**config.mk**
```make
export PLATFORM = sky130hd
export DESIGN_NAME = multi_cycle_adder
export DESIGN_NICKNAME = d
export VERILOG_FILES = /design/src/rtl/multi_cycle_adder.sv
export SDC_FILE = /design/constraint.sdc
export NUM_CORES = 1
export LEC_CHECK = 0
export CORE_ASPECT_RATIO = 1.2
export CORE_MARGIN = 2
export CORE_UTILIZATION = 35
export CTS_CLUSTER_SIZE = 12
export DETAILED_ROUTE_END_ITERATION = 16
export PLACE_DENSITY_LB_ADDON = 0.05
export SYNTH_ARGS = -nofsm -noshare
export SYNTH_HDL_FRONTEND = slang
export SYNTH_SLANG_ARGS = --single-unit
```
**constraint.sdc**
```tcl
create_clock -name clk -period 6.9 [get_ports clk]
set_input_delay 1.38 -clock clk [delete_from_list [all_inputs] [get_ports clk]]
set_output_delay 1.38 -clock clk [all_outputs]
set_load 0.02 [all_outputs]
```
**src/rtl/multi_cycle_adder.sv**
```systemverilog
// multi_cycle_adder: sequential add/subtract of two WIDTH-bit operands, CHUNK bits per clock,
// LSB chunk first, with the running carry held in a register between chunks.
//
// Ports:
//   clk          rising-edge clock
//   rst_n        asynchronous active-low reset
//   in_valid_i   operands and mode valid          in_ready_o   block can accept (IDLE only)
//   a_i, b_i     operands                          cin_i        carry-in (ignored when sub_i)
//   sub_i        0: a + b + cin, 1: a - b (a + ~b + 1)
//   out_valid_o  result valid (DONE only)          out_ready_i  consumer accepts result
//   sum_o        result                            carry_o      final carry (1 = no borrow on sub)
//   overflow_o   two's-complement signed overflow
module multi_cycle_adder #(
  parameter int unsigned WIDTH = 16,
  parameter int unsigned CHUNK = 4
) (
  input  logic             clk,
  input  logic             rst_n,
  input  logic             in_valid_i,
  output logic             in_ready_o,
  input  logic [WIDTH-1:0] a_i,
  input  logic [WIDTH-1:0] b_i,
  input  logic             cin_i,
  input  logic             sub_i,
  output logic             out_valid_o,
  input  logic             out_ready_i,
  output logic [WIDTH-1:0] sum_o,
  output logic             carry_o,
  output logic             overflow_o
);

  localparam int unsigned NumChunks = WIDTH / CHUNK;
  localparam int unsigned CntW      = (NumChunks > 1) ? $clog2(NumChunks) : 1;
  localparam logic [CntW-1:0] LastCnt = CntW'(NumChunks - 1);

  typedef enum logic [1:0] {StIdle, StBusy, StDone} state_e;

  state_e           state_q, state_d;
  logic [CntW-1:0]  cnt_q, cnt_d;
  logic [WIDTH-1:0] op_a_q, op_a_d;
  logic [WIDTH-1:0] op_b_q, op_b_d;
  logic             carry_q, carry_d;
  logic [WIDTH-1:0] acc_q, acc_d;
  logic [WIDTH-1:0] sum_q, sum_d;
  logic             cout_q, cout_d;
  logic             ovf_q, ovf_d;

  logic [31:0]      base;
  logic [CHUNK-1:0] a_chunk;
  logic [CHUNK-1:0] b_chunk;
  logic [CHUNK:0]   chunk_sum;
  logic             carry_into_msb;

  always_comb begin
    state_d = state_q;
    cnt_d   = cnt_q;
    op_a_d  = op_a_q;
    op_b_d  = op_b_q;
    carry_d = carry_q;
    acc_d   = acc_q;
    sum_d   = sum_q;
    cout_d  = cout_q;
    ovf_d   = ovf_q;

    base      = 32'(cnt_q) * CHUNK;
    a_chunk   = op_a_q[base +: CHUNK];
    b_chunk   = op_b_q[base +: CHUNK];
    chunk_sum = {1'b0, a_chunk} + {1'b0, b_chunk} + {{CHUNK{1'b0}}, carry_q};
    // Sum bit = a ^ b ^ cin, so the carry into the chunk MSB is recovered without a second adder.
    carry_into_msb = a_chunk[CHUNK-1] ^ b_chunk[CHUNK-1] ^ chunk_sum[CHUNK-1];

    unique case (state_q)
      StIdle: begin
        if (in_valid_i) begin
          op_a_d  = a_i;
          op_b_d  = b_i ^ {WIDTH{sub_i}};
          carry_d = sub_i ? 1'b1 : cin_i;
          cnt_d   = '0;
          state_d = StBusy;
        end
      end
      StBusy: begin
        acc_d[base +: CHUNK] = chunk_sum[CHUNK-1:0];
        carry_d              = chunk_sum[CHUNK];
        if (cnt_q == LastCnt) begin
          // Counter parks at 0 so the part-select never points past the operands.
          cnt_d   = '0;
          sum_d   = acc_d;
          cout_d  = chunk_sum[CHUNK];
          ovf_d   = carry_into_msb ^ chunk_sum[CHUNK];
          state_d = StDone;
        end else begin
          cnt_d = cnt_q + CntW'(1);
        end
      end
      StDone: begin
        if (out_ready_i) begin
          state_d = StIdle;
        end
      end
      default: state_d = StIdle;
    endcase
  end

  always_ff @(posedge clk or negedge rst_n) begin
    if (!rst_n) begin
      state_q <= StIdle;
      cnt_q   <= '0;
      op_a_q  <= '0;
      op_b_q  <= '0;
      carry_q <= 1'b0;
      acc_q   <= '0;
      sum_q   <= '0;
      cout_q  <= 1'b0;
      ovf_q   <= 1'b0;
    end else begin
      state_q <= state_d;
      cnt_q   <= cnt_d;
      op_a_q  <= op_a_d;
      op_b_q  <= op_b_d;
      carry_q <= carry_d;
      acc_q   <= acc_d;
      sum_q   <= sum_d;
      cout_q  <= cout_d;
      ovf_q   <= ovf_d;
    end
  end

  assign in_ready_o  = (state_q == StIdle);
  assign out_valid_o = (state_q == StDone);
  assign sum_o       = sum_q;
  assign carry_o     = cout_q;
  assign overflow_o  = ovf_q;

endmodule

```
==> metrics, run 1 <==
status=completed; DP HPWL=5145 µm; final period utilization=45.97%; syn_nets=377; setup bufs post-CTS=0; HP Class=flop to flop; IO Count=58; clock buffer depth=2; critical path launch point type=flop; Synth Warn #=0; worst reg-to-reg setup slack=3.73 ns; LEAKAGE=1.908 nW; Worst-Skew Late Latency=0.33 ns; largest net degree at the start of global routing=72; share of cells above drive strength 1=7.874%; drt via density=4.871; number of flops mapped to enable cells by yosys=0; vias in the first global route=2,477; Hold Path Origin=op_a_q[15]$_DFFE_PN0P_; final clock skew=0.004672 ns; Syn Area/Cell=10.50 µm²; leading cell type in the layout, fill and taps excluded=nand2_1; Routed WL=7503 µm; Worst Tran Pin Value=0.9229 ns; CP Capture Type=flop; r2r startpoint=cnt_q[0]$_DFFE_PN0P_; Initial Util=36.00%; first-pass iteration count of the detailed router=4; CP arrival=3.44 ns; commonest cells after routing, fill and taps aside=84 x nand2_1, 71 x dfrtp_1, 56 x clkdlybuf4s50_1, 25 x o21ai_1, 18 x xnor2_1; met2 routed WL=3804 µm; Peak VDD IR=0.0002908 V; GR Overflow Total=0; Yosys cell types=33; Placer Congestion=0.7642; Post-Synthesis Cells=328; setup_tns=0 ns; cts hold-fix bufs=0; Hold Vio Cnt, Final=0; max_slew headroom=38.47%; routed length on met3=273 µm; port bufs=57; fmax=315.3 MHz; Max FO, Critical Path=17; max-slew violation count=0; met1 WL=3291 µm; PwrDens=516.6 nW/µm²; Hold EP=op_a_q[15]$_DFFE_PN0P_; WS Path Type=flop to flop; first-pass GRT wire length=12,570 µm; FFs w/ async S/R, synth=100.0%; Final Util=45.72%; CTS-repair resized insts=0; Reg clk slew, reported paths=0.05 ns; number of DRC markers in iteration 0=94; per-cell routed wire length=14.89 µm; Root Buffer=clkbuf_16; layout overhead on the synthesized area=27.00%; TritonCTS clock tree=done; fin crit period=3.172 ns; final-report setup violation count=0; hold path depth=2; row count=39; die area=10,650 µm²; placed insts=488; total of max-cap violations=0; initial antenna violation count=0; Final #Nets=425; total CTS buffers=9; Seq/Total Area, Yosys=51.60%; DIE WIDTH=94.55 µm; R2R Path End=acc_q[6]$_DFFE_PN0P_; R2R cell count=6; DR vias=2,455; die height=112.7 µm; RSZ-0062 raised after global routing=no; Primary FF master, synth=dfrtp_1; Mapped Area=3443 µm²; Total Routing Usage GR=15.41%; CTS sink cnt=71; H-tree levels=3; Post-DRT Antenna Nets=0; fin cells=504; core area=9564 µm²; CP required=7.17 ns; flops & latches, synth=71; drc violations=0; top routing layer used=met4; n_diodes=0
-- metal layers --
layer,vias up,global-route usage (%)
met5,-,0
met4,0,6.087
met3,12,3.960
met2,44,25.71
met1,1172,18.98
li1,1227,-
-- final cells by class --
class | instances | area (µm²)
timing repair buffer | 59 | 580.6
clock inverter | 4 | 70.07
multi-input combinational | 232 | 1544
fill | 950 | 5191
inverter | 3 | 11.26
sequential | 71 | 1777
clock buffer | 12 | 236.5
tap | 123 | 153.9
-- power by group --
group	switching (W)	internal, W	leakage, nW	total (W)
logic	0.000632	0.000443	0.832	0.00108
clock network	0.000166	0.000315	0.151	0.000482
registers	0.000119	0.000583	0.926	0.000703
total	0.000917	0.00134	1.91	0.00226
-- cell usage after synthesis, types with 2 or more instances --
master    instances  area share (%)
nand3_1           6            0.87
ha_1              9             3.3
inv_1             2            0.22
clkbuf_2          3            0.44
nand2_1          84             9.2
buf_4             3            0.65
nand2b_1          2            0.36
fa_1              2             1.2
mux4_2            8             5.2
xnor2_1          18             4.6
and4bb_2          2            0.73
and2_1            2            0.36
xor2_1            2            0.51
a21o_1            2            0.44
nor2b_1          12             2.2
o21ai_0          12             1.7
buf_2            11             1.6
o21ai_1          25             3.6
a21oi_1          17             2.5
nor3b_1           4            0.87
o31ai_1           2            0.44
a32o_1           12             3.5
dfrtp_1          71              52
clkbuf_1          5            0.55
a22o_1            4             1.0
-- worst max-delay path, stage by stage (launching register included) --
cell	delay, ns
dfrtp_1	0.83
mux4_2	0.62
fa_1	0.44
fa_1	0.42
xor2_1	0.36
and2_1	0.27
a22o_1	0.17
-- stage by stage --
stage,hold WS (ns),total power [W],setup slack (ns),instance area [µm²]
4_1_cts,0.4761,0.002298,3.666,4373
3_3_place_gp,0.4570,0.001793,3.754,4066
3_5_place_dp,0.4630,0.001806,3.678,4066
5_1_grt,0.4905,0.002436,3.458,4373
6_report,0.4707,0.002259,3.728,4373
2_1_floorplan,0.4403,0.001459,4.153,3443
-- sequential cells by signal, summed over array words and instances, names as in the netlist --
register / cells
acc_q: 16
carry_o: 1
carry_q: 1
cnt_q: 2
op_a_q: 16
op_b_q: 16
overflow_o: 1
state_q: 2
sum_o: 16
-- kinds of logic (layout without fill, tap and decap cells) --
group	Yosys count	in the layout	share of synthesized area, %
and+or+nand+nor	117	117	16.17
AOI/OAI and AO/OA	76	76	13.92
DFF	71	71	51.60
buffers and inverters	25	78	3.561
xor gates and xnor gates	20	20	5.087
adders and majority gates	11	11	4.433
muxes	8	8	5.232
-- worst max path at each step --
| stage | depth (start not counted) | slack [ns] | from | end |
|---|---|---|---|---|
| 2_1_floorplan | 8 | 4.15 | cnt_q[0]$_DFFE_PN0P_ | overflow_o$_DFFE_PN0P_ |
| 3_3_place_gp | 6 | 3.75 | cnt_q[0]$_DFFE_PN0P_ | acc_q[2]$_DFFE_PN0P_ |
| 3_5_place_dp | 6 | 3.68 | cnt_q[0]$_DFFE_PN0P_ | acc_q[6]$_DFFE_PN0P_ |
| 4_1_cts | 6 | 3.67 | cnt_q[0]$_DFFE_PN0P_ | acc_q[6]$_DFFE_PN0P_ |
| 5_1_grt | 6 | 3.46 | cnt_q[0]$_DFFE_PN0P_ | acc_q[6]$_DFFE_PN0P_ |
| 6_report | 6 | 3.73 | cnt_q[0]$_DFFE_PN0P_ | acc_q[6]$_DFFE_PN0P_ |
(Power assumes the default switching activity.)
==> run 2, diff against run 1 <==
==> constraint.sdc (replaced) <==
create_clock -name clk -period 2.7 [get_ports clk]
set_input_delay 0.54 -clock clk [delete_from_list [all_inputs] [get_ports clk]]
set_output_delay 0.54 -clock clk [all_outputs]
set_load 0.02 [all_outputs]
==> run 2 against run 1 <==
Against the previous run: design area grew 1.1%; worst hold slack lost 0.22 ns; die area is the same; via count grew 2.1%; combinational power grew to 2.8 times the previous value; total power grew to 2.6 times the previous value; largest power group unchanged; sequential power grew to 2.5 times the previous value.
==> metrics, run 2 (synthesized netlist as in run 1, its figures left out) <==
status=completed; port bufs=57 (unchanged); Worst Tran Pin Value=0.6023 ns (-0.3206 ns); final period utilization=94.57% (+49 points); Routed WL=7702 µm (+2.7%); vias in the first global route=2,575 (+4.0%); worst reg-to-reg setup slack=0.15 ns (-3.58 ns); Total Routing Usage GR=16.22% (+0.81 points); GR Overflow Total=0 (unchanged); final-report setup violation count=0 (unchanged); per-cell routed wire length=15.01 µm (+0.85%); # fillers=973 (+2.4%); Peak VDD IR=0.0005438 V (+87%); CP arrival=2.76 ns (-0.68 ns); IO Count=58 (unchanged); largest net degree at the start of global routing=52 (-28%); n_diodes=0 (unchanged); final clock skew=0.007734 ns (+0.003061 ns); cts hold-fix bufs=0 (unchanged); Final Util=46.25% (+0.52 points); first-pass GRT wire length=13,050 µm (+3.8%); core area=9564 µm² (unchanged); RSZ-0062 raised after global routing=no; R2R Path End=overflow_o$_DFFE_PN0P_; drt via density=4.887 (+0.33%); Initial Util=36.00% (unchanged); CTS sink cnt=71 (unchanged); CP Capture Type=flop; fmax=391.6 MHz (+24%); share of cells above drive strength 1=10.51% (+2.6 points); row count=39 (unchanged); critical path launch point type=flop; CP required=2.91 ns (-4.26 ns); CTS-repair resized insts=0 (unchanged); LEAKAGE=1.940 nW (+1.7%); initial antenna violation count=0 (unchanged); layout overhead on the synthesized area=28.45%; total CTS buffers=9 (unchanged); Root Buffer=clkbuf_16; PwrDens=1329 nW/µm² (+160%); setup bufs post-CTS=0 (unchanged); Final #Nets=435 (+2.4%); DR vias=2,507 (+2.1%); drc violations=0 (unchanged); fin crit period=2.554 ns (-0.6183 ns); die area=10,650 µm² (unchanged); Reg clk slew, reported paths=0.06 ns (about the same); H-tree levels=3 (unchanged); total of max-cap violations=0 (unchanged); Placer Congestion=0.8308 (+8.7%); clock buffer depth=2 (unchanged); DP HPWL=5628 µm (+9.4%); r2r startpoint=cnt_q[0]$_DFFE_PN0P_; Worst-Skew Late Latency=0.33 ns (about the same); commonest cells after routing, fill and taps aside=84 x nand2_1, 70 x dfrtp_1, 56 x clkdlybuf4s50_1, 25 x o21ai_1, 18 x xnor2_1; die height=112.7 µm (unchanged); DIE WIDTH=94.55 µm (unchanged); Post-DRT Antenna Nets=0 (unchanged); Hold Vio Cnt, Final=0 (unchanged); first-pass iteration count of the detailed router=4 (unchanged); leading cell type in the layout, fill and taps excluded=nand2_1; Max FO, Critical Path=3 (-14); HP Class=input port to asynchronous set/reset pin; max_slew headroom=59.85% (+21 points); TritonCTS clock tree=done; number of DRC markers in iteration 0=66 (-30%); max-slew violation count=0 (unchanged); WS Path Type=flop to flop; R2R cell count=7 (+1); setup_tns=0 ns (unchanged)
-- run 2: cell count changes in the layout (fill, tap and decap cells not counted) --
cell | previous run | this run
buf_4 | 2 | 12
clkinvlp_4 | 0 | 1
clkbuf_1 | 3 | 2
bufinv_16 | 2 | 1
dfrtp_2 | 0 | 1
dfrtp_1 | 71 | 70
-- run 2: through the flow --
| step | area [µm²] | hold slack, ns | std cells | total power, W | setup slack (ns) |
|---|---|---|---|---|---|
| floorplan | 3448 | 0.2444 | 328 | 0.003736 | 0.04136 |
| global placement | 4143 | 0.4571 | 498 | 0.004793 | 0.1437 |
| detailed placement | 4143 | 0.4604 | 498 | 0.004822 | 0.1297 |
| CTS | 4423 | 0.2668 | 513 | 0.005975 | 0.1305 |
| global route | 4423 | 0.2847 | 513 | 0.006362 | 0.02454 |
| finish | 4423 | 0.2480 | 513 | 0.005878 | 0.1465 |
-- run 2: cell type report --
type	count	area, µm²	share of cell area, %
clock inverter	4	47.55	1.075
tap	123	153.9	3.480
inverter	3	11.26	0.2546
sequential	71	1778	40.20
clock buffer	11	232.7	5.262
multi-input combinational	232	1544	34.91
timing repair buffer	69	655.6	14.82
-- run 2: worst max-delay path by stage --
stage                                     from                     end  slack [ns]  depth (start not counted)
after floorplan           cnt_q[0]$_DFFE_PN0P_  overflow_o$_DFFE_PN0P_        0.04                          8
after global placement    cnt_q[0]$_DFFE_PN0P_  overflow_o$_DFFE_PN0P_        0.14                          7
after detailed placement  cnt_q[0]$_DFFE_PN0P_  overflow_o$_DFFE_PN0P_        0.13                          7
after CTS                 cnt_q[0]$_DFFE_PN0P_  overflow_o$_DFFE_PN0P_        0.13                          7
after global routing      cnt_q[0]$_DFFE_PN0P_  overflow_o$_DFFE_PN0P_        0.02                          7
final                     cnt_q[0]$_DFFE_PN0P_  overflow_o$_DFFE_PN0P_        0.15                          7
-- run 2: per-layer routing --
metal	GRT usage, %	routed length, µm	up-vias
met5	0	0	-
met4	6.377	127	0
met3	3.557	242	11
met2	28.67	4102	40
met1	18.96	3230	1206
li1	-	-	1250
-- run 2: worst max-delay path, cell delays in order, from the launching register on --
cell	delay, ns
dfrtp_2	0.39
mux4_2	0.52
fa_1	0.44
fa_1	0.41
a21o_1	0.19
a21oi_1	0.26
xnor2_1	0.15
o21ai_1	0.07
-- run 2: report_power, final --
group          internal [W]  leakage (nW)  total, W  switching [W]
Combinational       0.00129         0.881   0.00298        0.00169
Sequential          0.00149         0.924   0.00176       0.000267
Clock              0.000707         0.135   0.00114       0.000430
Total               0.00349          1.94   0.00588        0.00239
